[src/rtl/capture_ctrl.sv]
// capture_ctrl: arms, triggers and closes a capture, forwarding the sample
// stream to memory with a single registered stage; optional CAPTURE_CTRL_TKEEP_EN.
module capture_ctrl #(
  parameter int SDW = 32,
  parameter int MDW = 32,
  parameter int MKW = MDW / 8,
  parameter int CW  = 16
) (
  input  logic           clk,
  input  logic           rst,
  input  logic           cfg_valid,
  input  logic [31:0]    cfg_data,
  input  logic           arm,
  input  logic           run,
  input  logic           finish_now,
  input  logic [3:0]     disabled_groups,
  output logic           sti_tready,
  input  logic           sti_tvalid,
  input  logic [SDW-1:0] sti_tdata,
  input  logic           sto_tready,
  output logic           sto_tvalid,
  output logic           sto_tlast,
  output logic [MKW-1:0] sto_tkeep,
  output logic [MDW-1:0] sto_tdata,
  output logic           busy,
  output logic           done
);

  typedef enum logic [1:0] {
    S_IDLE, S_ARMED, S_TRIG, S_DONE
  } state_e;

  state_e         state_q, state_d;
  logic [CW-1:0]  plen_q, plen_d;
  logic [CW-1:0]  cnt_q, cnt_d;
  logic           abort_q, abort_d;
  logic           vld_q, vld_d;
  logic           last_q, last_d;
  logic [MDW-1:0] data_q, data_d;
  logic [MKW-1:0] keep_q, keep_d;
  logic           busy_q, busy_d;
  logic           done_q, done_d;

  logic           active;
  logic           accept;
  logic           last_beat;
  logic [MDW-1:0] beat_data;
  logic [MKW-1:0] beat_keep;

  assign active     = (state_q == S_ARMED) || (state_q == S_TRIG);
  assign sti_tready = active ? (!vld_q || sto_tready) : 1'b1;
  assign accept     = active && sti_tvalid && sti_tready;

`ifdef CAPTURE_CTRL_TKEEP_EN
  // Keep mask from the group enables; disabled bytes are zeroed
  always_comb begin
    beat_keep = '1;
    beat_data = sti_tdata;
    for (int i = 0; i < MKW; i++) begin
      if (i < 4) beat_keep[i] = !disabled_groups[i[1:0]];
      if (!beat_keep[i]) beat_data[8*i +: 8] = 8'h00;
    end
  end

  logic unused_cfg;
  assign unused_cfg = &{1'b0, cfg_data[31:CW]};
`else
  // All bytes valid, data passes through untouched
  always_comb begin
    beat_keep = '1;
    beat_data = sti_tdata;
  end

  logic unused_cfg;
  assign unused_cfg = &{1'b0, cfg_data[31:CW], disabled_groups};
`endif

  // Capture sequencing: arm, trigger, post-trigger count, abort
  always_comb begin
    state_d   = state_q;
    plen_d    = plen_q;
    cnt_d     = cnt_q;
    abort_d   = abort_q;
    last_beat = 1'b0;
    unique case (state_q)
      S_IDLE: begin
        if (cfg_valid) plen_d = cfg_data[CW-1:0];
        if (arm) state_d = S_ARMED;
      end
      S_ARMED: begin
        if (accept) begin
          if (abort_q || finish_now || (run && plen_q == '0)) begin
            last_beat = 1'b1;
            state_d   = S_DONE;
            abort_d   = 1'b0;
          end else if (run) begin
            state_d = S_TRIG;
            cnt_d   = plen_q - 1'b1;
          end
        end else begin
          if (finish_now) abort_d = 1'b1;
          if (run) begin
            state_d = S_TRIG;
            cnt_d   = plen_q;
          end
        end
      end
      S_TRIG: begin
        if (accept) begin
          if (abort_q || finish_now || cnt_q == '0) begin
            last_beat = 1'b1;
            state_d   = S_DONE;
            abort_d   = 1'b0;
          end else begin
            cnt_d = cnt_q - 1'b1;
          end
        end else if (finish_now) begin
          abort_d = 1'b1;
        end
      end
      S_DONE: begin
        if (cfg_valid) plen_d = cfg_data[CW-1:0];
        if (arm && !vld_q) state_d = S_ARMED;
      end
      default: state_d = S_IDLE;
    endcase
  end

  // Output register: load on accept, empty once the sink takes it
  always_comb begin
    vld_d  = vld_q;
    last_d = last_q;
    data_d = data_q;
    keep_d = keep_q;
    if (accept) begin
      vld_d  = 1'b1;
      last_d = last_beat;
      data_d = beat_data;
      keep_d = beat_keep;
    end else if (sto_tready) begin
      vld_d  = 1'b0;
      last_d = 1'b0;
    end
    busy_d = (state_d == S_ARMED) || (state_d == S_TRIG);
    done_d = (state_d == S_DONE);
  end

  // State and output registers
  always_ff @(posedge clk or posedge rst) begin
    if (rst) begin
      state_q <= S_IDLE;
      plen_q  <= '0;
      cnt_q   <= '0;
      abort_q <= 1'b0;
      vld_q   <= 1'b0;
      last_q  <= 1'b0;
      data_q  <= '0;
      keep_q  <= '1;
      busy_q  <= 1'b0;
      done_q  <= 1'b0;
    end else begin
      state_q <= state_d;
      plen_q  <= plen_d;
      cnt_q   <= cnt_d;
      abort_q <= abort_d;
      vld_q   <= vld_d;
      last_q  <= last_d;
      data_q  <= data_d;
      keep_q  <= keep_d;
      busy_q  <= busy_d;
      done_q  <= done_d;
    end
  end

  assign sto_tvalid = vld_q;
  assign sto_tlast  = last_q;
  assign sto_tdata  = data_q;
  assign sto_tkeep  = keep_q;
  assign busy       = busy_q;
  assign done       = done_q;

endmodule

[config.mk]
export PLATFORM = sky130hd
export DESIGN_NAME = capture_ctrl
export DESIGN_NICKNAME = d
export VERILOG_FILES = /design/src/rtl/capture_ctrl.sv
export SDC_FILE = /design/constraint.sdc
export NUM_CORES = 1
export LEC_CHECK = 0
export ABC_AREA = 1
export CAP_MARGIN = 15
export CORE_MARGIN = 2
export CORE_UTILIZATION = 42
export CTS_CLUSTER_DIAMETER = 200
export DETAILED_ROUTE_END_ITERATION = 6
export DONT_BUFFER_PORTS = 1
export GPL_ROUTABILITY_DRIVEN = 0
export PLACE_DENSITY = 0.62
export SYNTH_ARGS = -nofsm -noshare
export SYNTH_HDL_FRONTEND = slang
export SYNTH_SLANG_ARGS = --single-unit
[constraint.sdc]
create_clock -name clk -period 2.3 [get_ports clk]
set_input_delay 0.345 -clock clk [delete_from_list [all_inputs] [get_ports clk]]
set_output_delay 0.345 -clock clk [all_outputs]
set_load 0.05 [all_outputs]
# == Word-level counts from Yosys, hierarchy flattened ==
# Cells that the tools add are included.
# word_totals
reg_bits,71
out_inout_bits,41
inputBits,76
word_cells,72
# op_classes
n_reduce_logical,20
n_mux,28
n_addsub,2
n_eq_ne,13
# op_table
operator,count
two-way mux 16 bit,6
logical NOT 16 bit,2
one-hot mux 16 bit (2 select lines),1
subtractor 16 x 1 -> 16 bit (second input constant),2
two-way mux 2 bit,7
two-way mux 1 bit,11
!= test 3 x 2 -> 1 bit (second input constant),3
equality test 2 bit (second input constant),4
one-hot mux 2 bit (4 select lines),1
logical OR 1 bit,6
!= test 3 bit (second input constant),2
AND reduction 6 bit,1
equality test 2 x 1 -> 1 bit (second input constant),2
logical AND 1 bit,4
!= test 2 bit (second input constant),2
one-hot mux 1 bit (2 select lines),2
nonzero test 2 bit,2
AND reduction 3 bit,1
logical NOT 2 bit,1
AND reduction 2 bit,1
OR reduction 2 bit,1
logical NOT 1 bit,1

# == Depth between registers and ports, before layout ==
# Gate-level depths: netlist (run 1).
# depth
ltp_word,8
mapped_depth,14
depth_no_buf,13

# == Least setup slack after synthesis (run 1) ==
# No wires, ideal clock.
# synth_timing
path_kind,register to register
startpoint,register state_q[1]
endpoint,"register busy_q, in the netlist busy"
slack_ps,380
period_less_slack_ps,1920
setup_ps,126
path_stages_with_launch,11
path_buffers,1
arrival_ps,1795
required_time_ps,2174
cell_sequence,dfrtp_1 > inv_1 > ha_1 > nand2_2 > clkinv_2 > nand2_4 > buf_6 > nor2_1 > o31ai_1 > a31oi_1 > ha_1
# synth_via
elab_chain_len,8
word_cells_on_any_way,19
classes_between,eq/ne (5); mux (9); reduce/logical (5)
# synth_rtl
item,line_no,text
from (decl),33,"state_e state_q, state_d;"
from (signal assigned),162,state_q <= state_d;
equality test 2 x 1 -> 1 bit / equality test 2 bit (equally long branches),"50, 85",
logical OR 1 bit,50,assign active = (state_q == S_ARMED) || (state_q == S_TRIG);
two-way mux 1 bit / logical AND 1 bit (equally long branches),"51, 52",
logical AND 1 bit,52,assign accept = active && sti_tvalid && sti_tready;
"two-way mux 2 bit, on equally long branches","109, 91",
one-hot mux 2 bit (4 select lines) *,85,unique case (state_q)
equality test 2 x 1 -> 1 bit / equality test 2 bit (equally long branches),144,busy_d = (state_d == S_ARMED) || (state_d == S_TRIG);
logical OR 1 bit *,144,
named net busy_d,41,"logic busy_q, busy_d;"
to (signal assigned),170,busy_q <= busy_d;
to (decl),41,
# The timed path passes the listed nets; every way through them passes the cells marked *.
# A chain may end at the register's enable or synchronous reset.

# == Worst setup path after layout (run 1) ==
# Ends and elaborated chain as after synthesis.

==> out/results.ini, run 1 <==
[cells_and_area]
fillerInstances = 877
layout_commonest_cell = nand2_1
layout-drive-gt1-share_pct = 11.3
nNetsFinal = 609
layout_common_cells = 190 x nand2_1, 71 x dfrtp_1, 52 x nor2_1, 41 x nand3_1, 39 x inv_1
finalInstanceArea_mm2 = 0.00427
postLayoutCoreUtil_pct = 46.6
area_delta_synth_final_pct = 8.53
antennaDiodeCount = 0

[synthesis]
synth_area_leader_cell = dfrtp_1
post_synth_inst_count = 522
yosys_warnings = 0
yosys_register_bits = 71
async_reset_ff_share_pct = 100
synth_edf_count = 0
synth_seq_area_share_pct = 45.2
synth.area.top_cells = dfrtp_1 45%, nand2_1 18%, nand3_1 5.2%
synth_top_area_share_pct = 45.2
avgSynthCellArea_um2 = 7.53
synthesis.area_mm2 = 0.00393
synth.distinct_cells = 36
yosys_most_used_dff = dfrtp_1

[place]
dpl_cell_area_mm2 = 0.00405
hpwlAfterDp_um = 6250
io_buffers = 0

[critical_path]
timing.rr.end = busy$_DFF_PP0_
r2r_start = state_q[1]$_DFF_PP0_
start_kind = flip-flop
crit_required_ns = 2.53
arrival_ns = 2.33
cp-end-kind = flip-flop
path_class = reg2reg
worstSetupEndpoint = busy$_DFF_PP0_
r2r_slack_ns = 0.20
startpoint = state_q[1]$_DFF_PP0_
r2r_cells = 9
critPathMaxFanout = 11

[job]
max_cap_viol_count = 0

[routing]
drc = 0
via_per_inst = 5.00
drtPass1Iterations = 4
routedWlPerCell_um = 13.4
wirelength_um = 8570
antenna_left = 0
vias = 3206
drt_iter0_markers = 182

[global_route]
grt_first_pass_wirelength_um = 14400
grt_max_degree = 72
antenna_found_initial = 0
grt.overflow.total = 0
grt_pass1_vias = 3136
grtUsageTotal_pct = 17.9

[min_path]
hold_class = in2reg
hold_depth = 2

[power_and_ir_drop]
p_clk_share_pct = 14.0
combPwrFrac_pct = 40.0
p_int_mw = 3.47
power_density_mw_per_mm2 = 1740
vdd.ir_drop.worst_uv = 869
p_leak_nw = 2.16
power_mw = 7.41
power_switching_mw = 3.95
p_seq_share_pct = 46.0
p_sw_share_pct = 53.2

[sta]
setup_violations = 0
period_share_pct = 91.2
max_freq_mhz = 477
relSlewSlack_pct = 66.6
rsz0062_at_grt = no
period_minus_slack_ns = 2.10
hold_viol_final = 0
slew_viol_final = 0
holdWs_ns = 0.107
worst_pin_slew_ns = 0.500
finClkSkew_ns = 0.0105
setup-tns-final_ns = 0

[clocking]
cts_resized = 0
numClockSinks = 71
cts.clk_slew.worst_paths_ns = 0.08
postCtsHoldBufs = 1
cts_made_buffers = 9
cts_buffer_depth = 2
cts_tree = done
clk-insertion-delay-late_ns = 0.34
cts_setup_buffers = 0
htree_levels = 3
clockRootBuffer = clkbuf_8

[floorplanning]
die_w_um = 101
pin_count = 117
start_util_pct = 43.0
core_mm2 = 0.00915
die_h_um = 101
rows = 35
fp.dieArea_mm2 = 0.0101

[status]
status = complete, no violations

[cells in the mapped netlist, types with 5 or more instances]
cell type	n
nand3_1	41
clkbuf_1	7
o21ai_2	5
buf_2	8
nand2_1	190
ha_1	8
nand2_2	12
a21oi_1	23
dfrtp_1	71
inv_1	40
xor2_1	6
o21ai_0	14
nor2_1	52
[critical path: stages (launching register included)]
cell and delay (ns):
dfrtp_1 0.43, inv_1 0.11, ha_1 0.35, nand2_2 0.13, clkinv_2 0.08, nand2_4 0.15
nor2_1 0.06, o31ai_1 0.26, a31oi_1 0.14, ha_1 0.29
[registers in the layout, summed over array words and instances (netlist names)]
register	cells
abort_q	1
busy	1
cnt_q	16
done	1
plen_q	16
state_q	2
sto_tdata	32
sto_tlast	1
sto_tvalid	1
[logic make-up after synthesis]
group / synth area share [%]
fa+ha+maj: 2.55
other cells: 0.0954
flops: 45.2
xor+xnor: 2.01
mux: 0.827
compound gates: 7.38
simple gates: 34.6
buf+inv: 7.35
[power by group through the flow]
stage / Combinational, mW / Sequential (mW) / Clock [mW]
after floorplan: 2.42 / 3.33 / 0
after global placement: 2.90 / 3.43 / 0
after detailed placement: 2.99 / 3.43 / 0
after CTS: 2.99 / 3.42 / 1.06
after global routing: 3.42 / 3.50 / 1.12
final: 2.97 / 3.41 / 1.04
[layer usage]
layer	up-vias	global-route usage [%]	share of wire, %
met2	93	29.1	48
li1	1636	-	-
met4	0	5.80	0.76
met1	1471	23.0	44
met5	-	0	0
met3	6	4.99	7.0
[worst min path at each step]
stage            startpoint                  endpoint  slack (ns)
5_1_grt        sti_tdata[8]  sto_tdata[8]$_DFFE_PP0P_        0.09
3_3_place_gp            rst  sto_tdata[1]$_DFFE_PP0P_        0.34
6_report       sti_tdata[5]  sto_tdata[5]$_DFFE_PP0P_        0.11
4_1_cts        sti_tdata[5]  sto_tdata[5]$_DFFE_PP0P_        0.09
3_5_place_dp            rst  sto_tdata[1]$_DFFE_PP0P_        0.35
2_1_floorplan  sti_tdata[0]  sto_tdata[0]$_DFFE_PP0P_        0.45
[stage by stage]
step | setup slack (ns) | std cells
3_3_place_gp | 0.256 | 624
4_1_cts | 0.196 | 641
6_report | 0.203 | 641
5_1_grt | 0.0204 | 641
3_5_place_dp | 0.205 | 624
2_1_floorplan | 0.158 | 525
[final cells by class]
type                            instances  area (µm²)  area share [%]
Inverter                               42         159            3.72
Multi-Input combinational cell        390        1880            44.0
Clock buffer                           10         138            3.23
Clock inverter                          6        67.6            1.58
Sequential cell                        71        1780            41.6
Tap cell                              111         139            3.26
Timing Repair Buffer                   11         110            2.58
Note: power is estimated with default switching activity, not from simulation.
==> inputs of run 2 (changes only) <==
ABC_AREA = not set   (was 1)
CTS_CLUSTER_DIAMETER = 30   (was 200)
==> run 2 against run 1 <==
  * Synthesized cell count fell by 24%
  * Clock power is essentially flat
  * Non-clock buffer count rose by 18
  * Die area decreased by 6.2%
  * Power down 3.8%
  * Area after synthesis decreased by 6.4%
  * Critical endpoint is now cnt_q[9]$_DFFE_PP0P_
  * Largest power group unchanged
==> out/results.ini, run 2 <==
[synthesis]
synth_edf_count = 0  ; unchanged
yosys_most_used_dff = dfrtp_1  ; unchanged
yosys_warnings = 0  ; unchanged
avgSynthCellArea_um2 = 9.22  ; was 7.53 µm²
synthesis.area_mm2 = 0.00368  ; was 0.00393 mm²
synth_seq_area_share_pct = 48.3  ; was 45.2%
synth_common_cells = 125 x nand2_1, 71 x dfrtp_1, 20 x o21ai_0, 16 x a21oi_1  ; was 190 x nand2_1, 71 x dfrtp_1, 52 x nor2_1, 41 x nand3_1, 40 x inv_1
synth_area_leader_cell = dfrtp_1  ; unchanged
synth_top_area_share_pct = 48.3  ; was 45.2%
yosysMostFrequentCell = nand2_1  ; unchanged
synth.distinct_cells = 57  ; was 36
post_synth_inst_count = 399  ; was 522
synth.area.top_cells = dfrtp_1 48%, nand2_1 13%, mux2_2 4.3%  ; was dfrtp_1 45%, nand2_1 18%, nand3_1 5.2%
yosys_register_bits = 71  ; unchanged
async_reset_ff_share_pct = 100  ; unchanged

[power_and_ir_drop]
power_switching_mw = 3.54  ; was 3.95 mW
p_seq_share_pct = 47.8  ; was 46.0%
p_sw_share_pct = 49.6  ; was 53.2%
combPwrFrac_pct = 38.0  ; was 40.0%
p_leak_nw = 1.89  ; was 2.16 nW
p_int_mw = 3.59  ; was 3.47 mW
p_clk_share_pct = 14.2  ; was 14.0%
vdd.ir_drop.worst_uv = 880  ; was 869 µV
power_density_mw_per_mm2 = 1710  ; was 1740 mW/mm²

[cells_and_area]
layout-drive-gt1-share_pct = 16.4  ; was 11.3%
layout_commonest_cell = nand2_1  ; unchanged
area_delta_synth_final_pct = 13.2  ; was 8.53%
seqCellArea_mm2 = 0.00178  ; unchanged
antennaDiodeCount = 0  ; unchanged
finalInstanceArea_mm2 = 0.00416  ; was 0.00427 mm²
largest_reg_flops = 32  ; unchanged
nNetsFinal = 507  ; was 609
finalNonFillerCells = 535  ; was 641
layout_common_cells = 124 x nand2_1, 71 x dfrtp_1, 27 x buf_4, 20 x o21ai_0, 16 x a21oi_1  ; was 190 x nand2_1, 71 x dfrtp_1, 52 x nor2_1, 41 x nand3_1, 39 x inv_1
fillerInstances = 821  ; was 877
multi_input_area_mm2 = 0.00177  ; was 0.00188 mm²

[min_path]
hold_class = in2reg  ; unchanged
hold_depth = 2  ; unchanged

[clocking]
cts_tree = done  ; unchanged
cts_buffer_depth = 2  ; unchanged
cts.clk_slew.worst_paths_ns = 0.08  ; about the same
cts_made_buffers = 9  ; unchanged
clockRootBuffer = clkbuf_8  ; unchanged
numClockSinks = 71  ; unchanged
clk-insertion-delay-late_ns = 0.36  ; was 0.34 ns
htree_levels = 3  ; unchanged

[sta]
period_share_pct = 93.2  ; was 91.2%
slew_viol_final = 0  ; unchanged
setup_violations = 0  ; unchanged
max_freq_mhz = 466  ; was 477 MHz
setup-tns-final_ns = 0  ; unchanged
hold_viol_final = 0  ; unchanged
period_minus_slack_ns = 2.14  ; was 2.10 ns
finClkSkew_ns = 0.0109  ; was 0.0105 ns

[status]
status = complete, no violations  ; unchanged

[routing]
antenna_left = 0  ; unchanged
wirelength_um = 8120  ; was 8570 µm
drt_iter0_markers = 162  ; was 182
via_per_inst = 5.37  ; was 5.00
routedWlPerCell_um = 15.2  ; was 13.4 µm
drtPass1Iterations = 4  ; unchanged
drc = 0  ; unchanged
vias = 2871  ; was 3206

[floorplanning]
fp.dieArea_mm2 = 0.00952  ; was 0.0101 mm²
die_w_um = 97.6  ; was 101 µm
die_h_um = 97.6  ; was 101 µm
rows = 34  ; was 35
core_mm2 = 0.00859  ; was 0.00915 mm²
start_util_pct = 42.8  ; was 43.0%
pin_count = 117  ; unchanged

[global_route]
grt.overflow.total = 0  ; unchanged
grt_first_pass_wirelength_um = 13400  ; was 14400 µm
grtUsageTotal_pct = 17.6  ; was 17.9%
grt_pass1_vias = 2879  ; was 3136
grt_max_degree = 72  ; unchanged
antenna_found_initial = 0  ; unchanged

[critical_path]
cp-end-kind = flip-flop  ; unchanged
max_stage_delay_ns = 0.35  ; was 0.43 ns
crit_required_ns = 2.55  ; was 2.53 ns
path_buf_inv = 3  ; was 2
cpLargestDelayFamily = simple AND/OR/NAND/NOR gates  ; was adder cells
crit_slowest_cell = dfrtp_1  ; unchanged
path_class = reg2reg  ; unchanged
r2r_cells = 10  ; was 9
start_kind = flip-flop  ; unchanged
crit_cells = 10  ; was 9
arrival_ns = 2.39  ; was 2.33 ns
path_cells = inv_1, ha_1, nand2_1, buf_4, nor4b_4, buf_4, nand2_1, xor2_1, o22ai_1, a22o_1  ; was inv_1, ha_1, nand2_2, clkinv_2, nand2_4, nor2_1, o31ai_1, a31oi_1, ha_1
critPathMaxFanout = 4  ; was 11

[place]
dp.cells = 519  ; was 624
dpl_cell_area_mm2 = 0.00395  ; was 0.00405 mm²
io_buffers = 0  ; unchanged
hpwlAfterDp_um = 5930  ; was 6250 µm

[job]
max_cap_viol_count = 0  ; unchanged

run 2: changes by cell type in the layout (fill, tap and decap cells not counted), moves of 12 or more:
cell,change
buf_4,+19
inv_1,-27
mux2_2,+12
nand2_1,-66
nand3_1,-37
nor2_1,-39
run 2: stage by stage:
step / power [mW] / hold WS, ns / utilization [%] / worst slack, ns
after detailed placement: 6.15 / 0.347 / 45.9 / 0.161
after global placement: 6.05 / 0.348 / 45.9 / 0.190
final: 7.13 / 0.0922 / 48.4 / 0.156
after floorplan: 5.35 / 0.450 / - / 0.0765
after global routing: 7.66 / 0.0813 / 48.4 / -0.0124
after CTS: 7.17 / 0.0765 / 48.3 / 0.141
run 2: cell type report:
cell class / instances / share of cell area, %
multi-input cells: 298 / 42.5
repair buffers: 29 / 5.59
well taps: 108 / 3.25
clock inverters: 5 / 1.41
inverters: 14 / 1.26
flip-flops and latches: 71 / 42.7
clock buffers: 10 / 3.31
run 2: worst paths after layout:
check / startpoint / to / slack [ns]
setup / recovery: state_q[1]$_DFF_PP0_ / cnt_q[9]$_DFFE_PP0P_ / 0.16
hold / removal: sti_tdata[1] / sto_tdata[1]$_DFFE_PP0P_ / 0.09
setup reg to reg: state_q[1]$_DFF_PP0_ / cnt_q[9]$_DFFE_PP0P_ / 0.16
hold reg to reg: cnt_q[14]$_DFFE_PP0P_ / cnt_q[14]$_DFFE_PP0P_ / 0.52
max in group asynchronous: rst / sto_tdata[17]$_DFFE_PP0P_ / 1.50
min in group asynchronous: rst / sto_tdata[28]$_DFFE_PP0P_ / 0.52
run 2: kinds of logic (layout without fill, tap and decap cells):
kind of cell | Yosys count | in the layout | synth area share (%)
mux | 16 | 16 | 4.86
other cells | 1 | 4 | 0.102
flops | 71 | 71 | 48.3
xor+xnor | 15 | 15 | 3.57
fa+ha+maj | 8 | 8 | 2.72
compound gates | 70 | 70 | 12.4
simple gates | 185 | 185 | 23.7
buf+inv | 33 | 58 | 4.25
run 2: power by group through the flow:
stage	Sequential (mW)	Combinational (mW)	Clock (mW)
after CTS	3.41	2.73	1.03
after global placement	3.42	2.64	0
after floorplan	3.35	2.00	0
after detailed placement	3.42	2.74	0
after global routing	3.49	3.08	1.09
final	3.41	2.71	1.01
run 2: worst register-to-register path: stages (launching register included):
cell and delay (ns):
dfrtp_1 0.35, inv_1 0.07, ha_1 0.31, nand2_1 0.09, buf_4 0.17, nor4b_4 0.33, buf_4 0.18, nand2_1 0.06
xor2_1 0.16, o22ai_1 0.11, a22o_1 0.19
run 2: routing by layer:
metal  part of all wire, %  wire length, µm  track usage, %  vias to the layer above
li1                      -                -               -                     1400
met1                    43             3480            20.5                     1370
met2                    48             3860            29.4                       89
met3                   7.6              619            6.55                       12
met4                   1.9              153            7.16                        0
met5                     0                0               0                        -
run 2: repair_timing:
| item | CTS | global route |
|---|---|---|
| setup buffers | 0 | 0 |
| setup endpoints to repair | 0 | 3 |
| hold buffers | 1 | 0 |
| endpoints found under the hold margin | 71 | 0 |
| gates resized for setup | 0 | 2 |
